==> src/rtl/ms_tick_countdown_pkg.sv <==
// Shared types and constants for the ms tick countdown timer.
// The state encoding here is also used by the debug state output of the top level.
package countdown_pkg;

    typedef enum logic [1:0] {
        IDLE    = 2'd0,
        RUN     = 2'd1,
        PAUSE   = 2'd2,
        EXPIRED = 2'd3
    } state_t;

    localparam int MS_PER_SEC_DEFAULT = 1000;
    localparam int CLK_HZ             = 50_000_000;

endpackage

==> src/rtl/ms_sec_borrow_counter.sv <==
// Two-field (seconds / milliseconds) down counter with borrow.
// load has priority over dec. A load starts a fresh second, so ms is zeroed.
// dec never wraps: once both fields are zero, further decrements are ignored.
// is_last flags the final millisecond (sec==0, ms==1), so the caller can see
// that the next decrement reaches zero.
module ms_sec_borrow_counter
    import countdown_pkg::*;
#(
    parameter int MS_PER_SEC = MS_PER_SEC_DEFAULT,
    parameter int SEC_W      = 8,
    parameter int MS_W       = 10
) (
    input  logic             clk,
    input  logic             rst,
    input  logic             load,
    input  logic             dec,
    input  logic [SEC_W-1:0] load_val,
    output logic [SEC_W-1:0] sec,
    output logic [MS_W-1:0]  ms,
    output logic             is_last
);

    localparam logic [MS_W-1:0] MS_LAST = MS_W'(MS_PER_SEC - 1);

    // Counter fields: load, then decrement with borrow from seconds into ms.
    always_ff @(posedge clk) begin
        if (!rst) begin
            sec <= '0;
            ms  <= '0;
        end else if (load) begin
            sec <= load_val;
            ms  <= '0;
        end else if (dec) begin
            if (ms != '0) begin
                ms <= ms - MS_W'(1);
            end else if (sec != '0) begin
                ms  <= MS_LAST;
                sec <= sec - SEC_W'(1);
            end
        end
    end

    // Last-millisecond detect, looked at together with dec by the caller.
    always_comb begin
        is_last = (sec == '0) && (ms == MS_W'(1));
    end

endmodule

==> src/rtl/ms_tick_countdown.sv <==
// Countdown timer driven by 1 ms ticks, with second/millisecond remaining outputs.
// It drives the tick generator enable and flags expiry to the game FSM.
// Optional build macro AUTO_RELOAD_EN: on expiry the timer reloads the last
// accepted load value and keeps running, which makes it a periodic interval timer.
// Commands are single-cycle strobes sampled at each clock edge; there is no
// valid/ready handshake. Priority is abort > load > start > pause.
module ms_tick_countdown
    import countdown_pkg::*;
#(
    parameter int MS_PER_SEC = MS_PER_SEC_DEFAULT,
    parameter int SEC_W      = 8,
    parameter int MS_W       = 10
) (
    input  logic             clk,
    input  logic             rst,
    input  logic             load,
    input  logic [SEC_W-1:0] load_val,
    input  logic             start,
    input  logic             pause,
    input  logic             abort,
    input  logic             ms_tick,
    output logic             tick_en,
    output logic [SEC_W-1:0] sec_rem,
    output logic [MS_W-1:0]  ms_rem,
    output logic             running,
    output logic             expired,
    output logic             done,
    output logic [1:0]       state_dbg
);

    state_t           state;
    state_t           state_nxt;
    logic             load_ok;
    logic             tick_run;
    logic             expire_evt;
    logic             reload_evt;
    logic             cnt_load;
    logic             cnt_dec;
    logic             cnt_last;
    logic [SEC_W-1:0] cnt_val;
    logic             remain_nz;
    logic             tick_en_d;
    logic             running_d;
    logic             expired_d;
    logic             done_d;

    // A load is only honoured when the timer is not counting.
    assign load_ok    = load && !abort && ((state == IDLE) || (state == EXPIRED));
    // Ticks are consumed only in RUN; abort in the same cycle discards the tick.
    assign tick_run   = (state == RUN) && ms_tick && !abort;
    assign expire_evt = tick_run && cnt_last;
    assign remain_nz  = (sec_rem != '0) || (ms_rem != '0);

`ifdef AUTO_RELOAD_EN
    logic [SEC_W-1:0] shadow;

    // Keep the last accepted load value for reloading on expiry.
    always_ff @(posedge clk) begin
        if (!rst) begin
            shadow <= '0;
        end else if (load_ok) begin
            shadow <= load_val;
        end
    end

    // A zero shadow means nothing to reload; then expiry behaves as one-shot.
    assign reload_evt = expire_evt && (shadow != '0);
    assign cnt_val    = abort ? '0 : (reload_evt ? shadow : load_val);
`else
    assign reload_evt = 1'b0;
    assign cnt_val    = abort ? '0 : load_val;
`endif

    // Abort clears by loading zero; reload replaces the final decrement.
    assign cnt_load = abort || load_ok || reload_evt;
    assign cnt_dec  = tick_run && !reload_evt;

    ms_sec_borrow_counter #(
        .MS_PER_SEC (MS_PER_SEC),
        .SEC_W      (SEC_W),
        .MS_W       (MS_W)
    ) u_counter (
        .clk      (clk),
        .rst      (rst),
        .load     (cnt_load),
        .dec      (cnt_dec),
        .load_val (cnt_val),
        .sec      (sec_rem),
        .ms       (ms_rem),
        .is_last  (cnt_last)
    );

    // State register.
    always_ff @(posedge clk) begin
        if (!rst) begin
            state <= IDLE;
        end else begin
            state <= state_nxt;
        end
    end

    // Next-state logic; expiry outranks a simultaneous pause.
    always_comb begin
        state_nxt = state;
        case (state)
            IDLE: begin
                if (abort || load) begin
                    state_nxt = IDLE;
                end else if (start && remain_nz) begin
                    state_nxt = RUN;
                end
            end
            RUN: begin
                if (abort) begin
                    state_nxt = IDLE;
                end else if (expire_evt && !reload_evt) begin
                    state_nxt = EXPIRED;
                end else if (pause) begin
                    state_nxt = PAUSE;
                end
            end
            PAUSE: begin
                if (abort) begin
                    state_nxt = IDLE;
                end else if (start) begin
                    state_nxt = RUN;
                end
            end
            EXPIRED: begin
                if (abort || load) begin
                    state_nxt = IDLE;
                end
            end
            default: state_nxt = IDLE;
        endcase
    end

    // Output decode from the next state, so registered outputs line up with it.
    always_comb begin
        tick_en_d = (state_nxt == RUN);
        running_d = (state_nxt == RUN);
        done_d    = (state_nxt == EXPIRED);
        expired_d = expire_evt;
    end

    // Output registers.
    always_ff @(posedge clk) begin
        if (!rst) begin
            tick_en <= 1'b0;
            running <= 1'b0;
            done    <= 1'b0;
            expired <= 1'b0;
        end else begin
            tick_en <= tick_en_d;
            running <= running_d;
            done    <= done_d;
            expired <= expired_d;
        end
    end

    // Debug view of the FSM state.
    always_comb begin
        state_dbg = state;
    end

endmodule
==> config.mk <==
export PLATFORM = sky130hd
export DESIGN_NAME = ms_tick_countdown
export DESIGN_NICKNAME = d
export VERILOG_FILES = /design/src/rtl/ms_tick_countdown_pkg.sv /design/src/rtl/ms_sec_borrow_counter.sv /design/src/rtl/ms_tick_countdown.sv
export SDC_FILE = /design/constraint.sdc
export NUM_CORES = 1
export LEC_CHECK = 0
export CAP_MARGIN = 20
export CELL_PAD_IN_SITES_DETAIL_PLACEMENT = 1
export CELL_PAD_IN_SITES_GLOBAL_PLACEMENT = 2
export CORE_ASPECT_RATIO = 0.6
export CORE_MARGIN = 10
export CORE_UTILIZATION = 30
export CTS_BUF_LIST = sky130_fd_sc_hd__clkbuf_2
export DETAILED_ROUTE_END_ITERATION = 7
export HOLD_SLACK_MARGIN = 0.15
export PLACE_DENSITY = 0.85
export SETUP_SLACK_MARGIN = 0.05
export SYNTH_ARGS = -nofsm -noshare
export SYNTH_HDL_FRONTEND = slang
export SYNTH_SLANG_ARGS = --single-unit
export TNS_END_PERCENT = 5
==> constraint.sdc <==
create_clock -name clk -period 3.8 [get_ports clk]
set_clock_uncertainty 0.1 [all_clocks]
set_input_delay 1.14 -clock clk [delete_from_list [all_inputs] [get_ports clk]]
set_output_delay 1.14 -clock clk [all_outputs]
set_load 0.02 [all_outputs]
==> impl_metrics.ini <==
[sta]
tightest_slew_ns = 0.710
hold_violations = 0
finalCriticalPeriod_ns = 3.13
tns_ns = 0
rsz0062_at_grt = false
period_share_pct = 82.4
finalSetupViolCount = 0
slew_headroom_pct = 52.6
fin_ws_ns = 0.670
drv_slew = 0
fmax_ghz = 0.320

[synthesis]
yosys.area_share.simple_pct = 28.5
synthesis.instances = 176
synth-compound-area-share_pct = 25.4
synth.net_count = 199
ys.flop_type = dfxtp_1
synth_area_mm2 = 0.00147
ys_ff_latch = 23
yosysWarnings = 0
synth_fa_ha_area_share_pct = 6.81
synth-edff-count = 0
muxShareOfSynthArea_pct = 0
synth_xor_area_share_pct = 2.98
synth_top_family_by_area = simple AND/OR/NAND/NOR gates
async_flop_share_pct = 0
syn_area_per_cell_um2 = 8.35
seq_area_frac_synth_pct = 31.3
synthDistinctLibCells = 48

[global_route]
grt_pass1_wl_mm = 8.14
antenna_found_initial = 0
grt_usage_pct = 12.5
grt_pass1_vias = 1545
grt_max_degree = 13
grt_remaining_overflow = 0

[flow_run]
max_cap_viol_count = 0

[placed_design]
post-place-ws_ns = 0.251
place.gp.congestion = 0.862
dp_cells = 271
hpwlAfterDp_mm = 3.91
portBuffers = 38

[routing]
vias_per_cell = 5.36
drt_iter0_markers = 70
vias = 1474
routedWlPerCell_um = 17.5
ant_nets = 0
drc = 0
drt_wl_total_mm = 4.82
first_pass_iters = 4

[worst_setup_path]
crit_path_max_fanout = 10
reg2reg_depth = 7
path_cells = clkdlybuf4s50_1 > nand3b_2 > nor4_4 > and2_1 > a21oi_1 > o221a_2
worstSetupPathDepth = 6
path_delay_family = simple AND/OR/NAND/NOR gates
endpoint_kind = register
cp.required_ns = 4.00
crit_path_start_kind = input port
cpPeakStageDelay_ns = 0.51
crit_path_top_delay_cell = clkdlybuf4s50_1
r2r_slack_ns = 1.21
path_buf_inv = 1
crit_type = input port to register
arrival_ns = 3.33

[die]
fp.dieW_um = 110
rows = 19
start_util_pct = 31.5
dieArea_mm2 = 0.00819
core-area_mm2 = 0.00466
die_h_um = 74.2
ios = 39

[finish]
antenna_cells = 0
final_cell_mix = clkdlybuf4s50_1, dfxtp_1, nor2_1, nor3_1
drive_above_1_share_pct = 7.55
fillCellCount = 582
fin_cells = 275
nets = 236
final_common_cell = clkdlybuf4s50_1
syn2layout_area_growth_pct = 30.2

[clock_network]
cts_resized = 0
clock_path_buffers = 2
cts_tree = built
cts_setup_buffers = 0
insertion_delay_ns = 0.36
cts_root_buffer = clkbuf_2
clock-sinks = 23
cts_max_level = 1
cts_hold_buffers = 0
clk_pin_slew_ns = 0.24
cts_buffers = 3

[power]
switching_share_pct = 32.5
pwr_density_cell_mw_per_mm2 = 254
ir_drop_mv = 0.0951
combPwrFrac_pct = 23.7
p_int_uw = 329
p_seq_share_pct = 53.0
power.share.clock_pct = 23.3
switchingPower_uw = 158
p_leak_nw = 0.680

[status]
outcome = finished clean

[min_path]
hold_path.class = register to register
hold_path_depth = 1
-- flip-flops by register name, summed over array words and instances, names as in the netlist --
signal         count
u_counter.sec      8
expired            1
running            1
state_dbg          2
done               1
u_counter.ms      10
-- worst register-to-register path, delay by kind of cell (launching register included) --
kind                       cells  cell delay, ns
and+or+nand+nor                3            1.32
AOI/OAI and AO/OA              2            0.39
adders and majority gates      1            0.16
DFF                            1            0.41
buffers and inverters          1            0.14
-- metrics by stage --
| stage | util [%] | power, mW | cell area, µm² | hold WS, ns |
|---|---|---|---|---|
| 6_report | 41.1 | 0.487 | 1910 | 0.431 |
| 5_1_grt | 41.1 | 0.514 | 1910 | 0.469 |
| 4_1_cts | 41.1 | 0.489 | 1910 | 0.433 |
| 3_5_place_dp | 40.6 | 0.378 | 1890 | 0.405 |
| 3_3_place_gp | 40.6 | 0.375 | 1890 | 0.387 |
| 2_1_floorplan | - | 0.330 | 1470 | 0.491 |
-- per-layer routing --
metal | part of all wire [%] | global-route usage [%] | vias to the layer above
met2 | 40 | 18.4 | 30
met1 | 52 | 17.2 | 709
met3 | 7.1 | 4.75 | 5
li1 | - | - | 730
met4 | 0.48 | 1.70 | 0
met5 | 0 | 0 | -
-- final timing paths --
kind	start	to
max	abort	u_counter.sec[1]
min reg2reg	u_counter.ms[7]	u_counter.ms[7]
min	u_counter.ms[7]	u_counter.ms[7]
max reg2reg	u_counter.ms[0]	u_counter.sec[1]
-- cells in the mapped netlist, types with 5 or more instances --
library cell / number / share of area [%]
a211oi_1: 8 / 4.1
a21oi_1: 10 / 3.4
a311oi_1: 7 / 4.2
and2_1: 5 / 2.1
dfxtp_1: 23 / 31
ha_1: 8 / 6.8
inv_1: 10 / 2.6
nand2_1: 10 / 2.6
nor2_1: 17 / 4.3
nor2b_1: 6 / 2.6
nor3_1: 11 / 3.7
o21ai_0: 6 / 2.0
-- logic make-up (layout without fill, tap and decap cells) --
group	count (synthesis)	in the layout
simple gates	72	72
compound gates	52	52
flops	23	23
buf+inv	16	52
fa+ha+maj	8	8
xor+xnor	5	5
-- power by group through the flow --
| stage | logic [mW] | registers (mW) | clock network [mW] |
|---|---|---|---|
| floorplan | 0.0628 | 0.267 | 0 |
| global placement | 0.113 | 0.262 | 0 |
| detailed placement | 0.115 | 0.262 | 0 |
| CTS | 0.116 | 0.258 | 0.115 |
| global route | 0.128 | 0.260 | 0.126 |
| finish | 0.115 | 0.258 | 0.113 |
-- layout make-up --
class	count	area, µm²	area share, %
multi-input cells	137	936	48.9
flip-flops and latches	23	460	24.1
repair buffers	38	380	19.9
well taps	63	78.8	4.12
inverters	10	37.5	1.96
clock buffers	4	20.0	1.05
Note: power is estimated with default switching activity, not from simulation.
